### config.mk
export PLATFORM = sky130hd
export DESIGN_NAME = uart_tx_fsm_flat
export DESIGN_NICKNAME = d
export VERILOG_FILES = /design/src/rtl/uart_tx_fsm_if.sv /design/src/rtl/uart_tx_fsm.sv /design/src/flat_wrapper.sv
export SDC_FILE = /design/constraint.sdc
export NUM_CORES = 1
export LEC_CHECK = 0
export ABC_AREA = 0
export CELL_PAD_IN_SITES_DETAIL_PLACEMENT = 0
export CELL_PAD_IN_SITES_GLOBAL_PLACEMENT = 1
export CORE_AREA = 2 2 39 41
export DETAILED_ROUTE_END_ITERATION = 6
export DIE_AREA = 0 0 41 43
export PLACE_DENSITY = 0.63
export SYNTH_ARGS = -nofsm -noshare
export SYNTH_HDL_FRONTEND = slang
export SYNTH_SLANG_ARGS = --single-unit
### constraint.sdc
create_clock -name CLK -period 1.3 [get_ports CLK]
set_clock_uncertainty 0.05 [all_clocks]
set_input_delay 0.26 -clock CLK [delete_from_list [all_inputs] [get_ports CLK]]
set_output_delay 0.26 -clock CLK [all_outputs]
set_load 0.02 [all_outputs]
### src/rtl/uart_tx_fsm_if.sv
// ---------------------------------------------------------------------------
// uart_tx_fsm_if
// Bundles the signals shared by the UART transmit controller, the upstream
// byte source and the 8-bit serializer.
//
// Handshake: a byte is offered by holding DATA_VALID=1 with P_DATA stable.
// It is taken on the rising CLK edge where SER_LOAD=1. SER_LOAD is high only
// while the controller is in IDLE or STOP. A request seen in any other state
// is dropped, not queued. The source must therefore keep DATA_VALID asserted
// until it sees SER_LOAD=1 at an edge.
//
// Modports:
//   master - byte source plus serializer side: drives P_DATA, DATA_VALID,
//            SER_DATA, SER_DONE (and PAR_EN/PAR_TYP when parity is built in)
//   slave  - the transmit controller: drives SER_LOAD, SER_EN, TX_OUT, BUSY
//
// Build option: UART_TX_PARITY_EN adds the PAR_EN and PAR_TYP signals.
// ---------------------------------------------------------------------------
interface uart_tx_fsm_if #(
  parameter int WIDTH = 8
);
  logic [WIDTH-1:0] P_DATA;
  logic             DATA_VALID;
  logic             SER_DATA;
  logic             SER_DONE;
`ifdef UART_TX_PARITY_EN
  logic             PAR_EN;
  logic             PAR_TYP;
`endif
  logic             SER_LOAD;
  logic             SER_EN;
  logic             TX_OUT;
  logic             BUSY;

`ifdef UART_TX_PARITY_EN
  modport master (
    output P_DATA, DATA_VALID, SER_DATA, SER_DONE, PAR_EN, PAR_TYP,
    input  SER_LOAD, SER_EN, TX_OUT, BUSY
  );
  modport slave (
    input  P_DATA, DATA_VALID, SER_DATA, SER_DONE, PAR_EN, PAR_TYP,
    output SER_LOAD, SER_EN, TX_OUT, BUSY
  );
`else
  modport master (
    output P_DATA, DATA_VALID, SER_DATA, SER_DONE,
    input  SER_LOAD, SER_EN, TX_OUT, BUSY
  );
  modport slave (
    input  P_DATA, DATA_VALID, SER_DATA, SER_DONE,
    output SER_LOAD, SER_EN, TX_OUT, BUSY
  );
`endif
endinterface

### src/rtl/uart_tx_fsm.sv
// ---------------------------------------------------------------------------
// uart_tx_fsm
// Transmit-side UART controller. It sequences an external 8-bit serializer
// and drives the serial line with start, data, optional parity and stop
// bits. One bit is sent per CLK cycle. Baud pacing is done upstream.
//
// Ports:
//   CLK          - clock, rising edge
//   RST          - synchronous active-high reset
//   bus          - uart_tx_fsm_if slave modport:
//                    P_DATA, DATA_VALID, SER_DATA, SER_DONE, [PAR_EN, PAR_TYP]
//                    in; SER_LOAD, SER_EN, TX_OUT, BUSY out
//   o_dbg_state  - current state encoding, for debug and observation
//
// Build option: UART_TX_PARITY_EN compiles in the parity latch, the parity
// enable/type inputs and the PARITY state. Without it every frame is
// 10 bits long.
// ---------------------------------------------------------------------------
module uart_tx_fsm #(
  parameter int WIDTH = 8
) (
  input  logic              CLK,
  input  logic              RST,
  uart_tx_fsm_if.slave      bus,
  output logic [2:0]        o_dbg_state
);

  typedef enum logic [2:0] {
    IDLE   = 3'd0,
    START  = 3'd1,
    DATA   = 3'd2,
    PARITY = 3'd3,
    STOP   = 3'd4
  } state_t;

  state_t r_state;
  state_t w_next;
  logic   w_accept;
  logic   w_par_flag;   // frame carries a parity bit
  logic   w_par_bit;    // parity bit value for the current frame

`ifdef UART_TX_PARITY_EN
  logic r_par_bit;
  logic r_par_flag;

  // Parity is computed from P_DATA at acceptance time. The serializer holds
  // its own copy of the byte, so P_DATA may change during the frame.
  always_ff @(posedge CLK) begin
    if (RST) begin
      r_par_bit  <= 1'b0;
      r_par_flag <= 1'b0;
    end else if (w_accept) begin
      r_par_bit  <= (^bus.P_DATA) ^ bus.PAR_TYP;
      r_par_flag <= bus.PAR_EN;
    end
  end

  assign w_par_bit  = r_par_bit;
  assign w_par_flag = r_par_flag;
`else
  assign w_par_bit  = 1'b0;
  assign w_par_flag = 1'b0;
`endif

  // A new byte is taken only between frames. Taking it in STOP chains
  // frames back to back with no idle bit.
  assign w_accept = bus.DATA_VALID & ((r_state == IDLE) | (r_state == STOP));

  always_ff @(posedge CLK) begin
    if (RST) begin
      r_state <= IDLE;
    end else begin
      r_state <= w_next;
    end
  end

  always_comb begin
    w_next       = IDLE;
    bus.SER_LOAD = w_accept;
    bus.SER_EN   = 1'b0;
    bus.TX_OUT   = 1'b1;
    bus.BUSY     = (r_state != IDLE);
    case (r_state)
      IDLE: begin
        w_next = w_accept ? START : IDLE;
      end
      START: begin
        bus.TX_OUT = 1'b0;
        w_next     = DATA;
      end
      DATA: begin
        bus.SER_EN = 1'b1;
        bus.TX_OUT = bus.SER_DATA;
        if (bus.SER_DONE) begin
          w_next = w_par_flag ? PARITY : STOP;
        end else begin
          w_next = DATA;
        end
      end
      PARITY: begin
        bus.TX_OUT = w_par_bit;
        w_next     = STOP;
      end
      STOP: begin
        w_next = w_accept ? START : IDLE;
      end
      default: begin
        // Unused encodings fall back to IDLE on the next edge.
        w_next = IDLE;
      end
    endcase
  end

  assign o_dbg_state = r_state;

endmodule

### src/flat_wrapper.sv
// flat-port wrapper written by rule: the top's interface ports become plain ports
module uart_tx_fsm_flat 
#(
  parameter int WIDTH = 8
)
  (CLK, RST, o_dbg_state, bus_P_DATA, bus_DATA_VALID, bus_SER_DATA, bus_SER_DONE, bus_SER_LOAD, bus_SER_EN, bus_TX_OUT, bus_BUSY);
  uart_tx_fsm_if #(.WIDTH(WIDTH)) bus_i ();
  input  logic CLK;
  input  logic RST;
  output logic [2:0] o_dbg_state;
  input wire logic [$bits(bus_i.P_DATA)-1:0] bus_P_DATA;
  input wire logic [$bits(bus_i.DATA_VALID)-1:0] bus_DATA_VALID;
  input wire logic [$bits(bus_i.SER_DATA)-1:0] bus_SER_DATA;
  input wire logic [$bits(bus_i.SER_DONE)-1:0] bus_SER_DONE;
  output wire logic [$bits(bus_i.SER_LOAD)-1:0] bus_SER_LOAD;
  output wire logic [$bits(bus_i.SER_EN)-1:0] bus_SER_EN;
  output wire logic [$bits(bus_i.TX_OUT)-1:0] bus_TX_OUT;
  output wire logic [$bits(bus_i.BUSY)-1:0] bus_BUSY;
  assign bus_i.P_DATA = bus_P_DATA;
  assign bus_i.DATA_VALID = bus_DATA_VALID;
  assign bus_i.SER_DATA = bus_SER_DATA;
  assign bus_i.SER_DONE = bus_SER_DONE;
  assign bus_SER_LOAD = bus_i.SER_LOAD;
  assign bus_SER_EN = bus_i.SER_EN;
  assign bus_TX_OUT = bus_i.TX_OUT;
  assign bus_BUSY = bus_i.BUSY;
  uart_tx_fsm #(.WIDTH(WIDTH)) u_core (.CLK(CLK), .RST(RST), .bus(bus_i), .o_dbg_state(o_dbg_state));
endmodule
# Word level (Yosys, flattened, before mapping)
# Cells that the tools add are included.
# totals
word_cells	16
out_inout_bits	7
ff_bits	3
input_bits	13
# classes
reduce_logical	4
eq_ne	4
mux	5
n_bitwise	2
# op_table
cell	n
$pmux W3 S4	1
$eq A3 B2 Y1 const B	2
$reduce_or A2 Y1	2
$eq A3 B1 Y1 const B	1
$eq A3 B3 Y1 const B	1
$logic_not A3 Y1	1
$mux W3	1
$reduce_bool A3 Y1	1
$mux W1	2
$pmux W1 S2	1
$and A1 B1 Y1	1
$or A1 B1 Y1	1

# Logic depth before layout (Yosys ltp)
# logic_depth
word_depth	5
mapped_depth	2

# Worst setup path before layout
# OpenSTA, ideal clock, no wires.
# synth_path
path_kind	reg-to-output
from	register u_core.r_state[1], in the netlist u_core.o_dbg_state[1]
to	output port bus_SER_EN
t_required_ns	0.990
path_buffers	0
arrival_ns	1.025
path_stages_with_launch	3
setup_slack_ns	-0.035
cell_sequence	dfxtp_1 -> or2b_1 -> nor2_1
# synth_via
elab_chain_cells	2
# synth_rtl
element	line_no	rtl
start: declaration	uart_tx_fsm.sv:36	state_t r_state;
start signal: assignment	uart_tx_fsm.sv:73	r_state <= w_next;
$eq A3 B2 Y1	uart_tx_fsm.sv:83	case (r_state)
$mux W1	uart_tx_fsm.sv:83	
end: declaration	flat_wrapper.sv:16	output wire logic [$bits(bus_i.SER_EN)-1:0] bus_SER_EN;
# No other way between the ends.

# Final worst setup path
# layout_path
from	input port bus_SER_DATA
to	output port bus_TX_OUT
# layout_via
elab_chain_cells	1
# layout_rtl
element	line_no	rtl
start: declaration	flat_wrapper.sv:13	input wire logic [$bits(bus_i.SER_DATA)-1:0] bus_SER_DATA;
$pmux W1 S2	uart_tx_fsm.sv:83	
end: declaration	flat_wrapper.sv:17	output wire logic [$bits(bus_i.TX_OUT)-1:0] bus_TX_OUT;
# No other way between the ends.

==> impl_metrics.csv <==
group,metric,value,unit
worst_setup_path,worstPathArrival,1090,ps
clocking,clkTransAtPathRegs,40,ps
floorplan,die_h,43,um
place,dp_hpwl,330,um
power_and_ir_drop,power_density,989,mW/mm^2
sta,tns,-301,ps
routing,drtPass1Iterations,2,
sta,setup_viol,4,
power_and_ir_drop,p_sw,0.0961,mW
power_and_ir_drop,internal_power,0.274,mW
global_route,grt_max_degree,7,
sta,period_share,108,%
place,gp_congestion,0.548,
clocking,cts_tree,"done",
worst_setup_path,cp-startpoint,"bus_SER_DATA",
clocking,cts_buffer_depth,2,
sta,grt_setup_unrepaired,"true",
global_route,grt_pass1_vias,204,
floorplan,rows,14,
cells_and_area,drive_gt1_share,63.9,%
min_path,hold_class,"flip-flop to flip-flop",
sta,relSlewSlack,86.3,%
sta,maxSlewViolCount,0,
synthesis,yosysSeqAreaShare,42.5,%
cells_and_area,n_fill_cell,157,
cells_and_area,multiInputGateArea,108,um^2
place,port_buffers,11,
sta,hold_slack,478,ps
global_route,groute.usage.overall,7.12,%
cells_and_area,seq_area,66.3,um^2
floorplan,core-area,0.00138,mm^2
sta,hold_viol,0,
power_and_ir_drop,power.leakage,0.158,nW
routing,routed_wl,482,um
worst_setup_path,rr_startpoint,"u_core.o_dbg_state[0]",
clocking,clock_latency,230,ps
clocking,clock-sinks,3,
min_path,worstHoldStart,"u_core.o_dbg_state[2]",
synthesis,syn_inst,15,
place,place_ws,-547,ps
power_and_ir_drop,ir_drop,0.286,mV
synthesis,ys_warn_count,0,
power_and_ir_drop,power_frac_clock,43.2,%
cells_and_area,utilization,27.0,%
worst_setup_path,critPathKind,"input port to output port",
clocking,root_buffer,"clkbuf_4",
clocking,htree_levels,1,
floorplan,pin_count,20,
floorplan,dieArea,0.00176,mm^2
synthesis,synthDistinctLibCells,11,
sta,layout_setup_ws,-101,ps
worst_setup_path,worst-path-max-fanout,1,
routing,drtIter0Drc,1,
cells_and_area,synthToLayoutAreaGrowth,165,%
run,drv_cap,0,
worst_setup_path,crit_required,990,ps
sta,worst_pin_slew,207,ps
cells_and_area,final_area,374,um^2
global_route,antenna_found_initial,0,
cells_and_area,largest_reg_flops,3,
routing,ant_nets,0,
worst_setup_path,end_kind,"output port",
synthesis,syn_area,141,um^2
status,violations,"negative setup slack",
place,dpl_cell_area,317,um^2
routing,drc,0,
power_and_ir_drop,pwr-share-seq,27.9,%
status,outcome,"complete, but fails checks",
sta,period_minus_slack,1400,ps
synthesis,syn-num-nets,28,
clocking,cts_hold_buf,0,
power_and_ir_drop,comb_power_share,28.8,%
floorplan,start_util,10.2,%
routing,vias_per_cell,3.54,
clocking,cts_buffers,3,
routing,vias,184,
sta,fmax,714,MHz
power_and_ir_drop,netSwitchingFraction,26.0,%
cells_and_area,fin_nets,50,
cells_and_area,num_antenna_cells,0,
worst_setup_path,startpoint_type,"input port",
global_route,grt_first_pass_wirelength,759,um
synthesis,ys_seq_elements,3,
routing,wl_per_cell,9.27,um
floorplan,die_width,41,um
synthesis,synth_area_per_cell,9.43,um^2
global_route,overflow,0,
==> per-stage QoR <==
stage	total power, mW	instances
floorplan	0.143	15
global placement	0.199	47
detailed placement	0.201	47
CTS	0.366	51
global route	0.393	52
finish	0.370	52
==> layout by cell type, fill, tap and decap left out <==
cell type        count
a211oi_2             1
or3b_1               1
nor3_1               1
dlygate4sd2_1        2
dfxtp_2              2
buf_4                6
o21bai_1             1
or2b_1               1
nor2b_4              1
buf_2                1
nor2b_1              1
clkbuf_1             1
or3_4                1
buf_6                4
clkdlybuf4s50_1      3
nor3b_4              1
dfxtp_4              1
clkdlybuf4s15_2      1
nor2_1               1
nor2_2               1
clkbuf_4             3
nand2b_1             1
==> logic make-up after synthesis <==
group / Yosys count / share of synthesized area (%)
compound gates: 2 / 14.2
flops: 3 / 42.5
simple gates: 10 / 43.4
==> cell usage after synthesis <==
| library cell | n | area share [%] |
|---|---|---|
| or2b_1 | 1 | 5.3 |
| o21bai_1 | 1 | 5.3 |
| a211oi_2 | 1 | 8.8 |
| dfxtp_1 | 3 | 42 |
| nor3_1 | 1 | 3.5 |
| nor3b_1 | 1 | 5.3 |
| nor2b_1 | 2 | 8.8 |
| or3_1 | 1 | 4.4 |
| or3b_1 | 1 | 6.2 |
| nand2b_1 | 1 | 4.4 |
| nor2_1 | 2 | 5.3 |
==> routing by layer <==
metal	part of all wire (%)	global-route usage, %	up-vias
li1	-	-	93
met1	44	7.05	79
met2	41	9.69	12
met3	15	3.14	0
met4	0	8.00	0
met5	0	0	-
==> power by group through the flow <==
stage               Combinational, mW  Clock (mW)  Sequential (mW)
finish                          0.107       0.160            0.103
floorplan                      0.0326           0            0.111
CTS                            0.0933       0.169            0.104
global placement               0.0959           0            0.104
global route                    0.114       0.174            0.104
detailed placement             0.0967           0            0.104
==> worst paths after layout <==
| check | cells past startpoint | slack [ps] | to |
|---|---|---|---|
| hold / removal | 2 | 480 | u_core.o_dbg_state[1] |
| hold reg to reg | 2 | 480 | u_core.o_dbg_state[1] |
| setup / recovery | 4 | -100 | bus_TX_OUT |
| setup reg to reg | 3 | 120 | u_core.o_dbg_state[1] |
==> what timing repair did <==
action / CTS / global route
pin swaps: 3 / 1
cloned: 0 / 0
setup buffers: 0 / 1
endpoints found under the setup margin: 7 / 5
resized for setup: 32 / 8
==> final cells by class <==
cell class | count | share of cell area (%)
clock buffer | 4 | 7.02
multi-input combinational | 12 | 28.8
sequential | 3 | 17.7
tap | 16 | 5.35
timing repair buffer | 17 | 41.1
==> worst max-delay path, stage by stage <==
cell and delay, ps:
clkdlybuf4s50_1 500, nor2b_4 40, o21bai_1 120, buf_4 160
(Power assumes the default switching activity.)
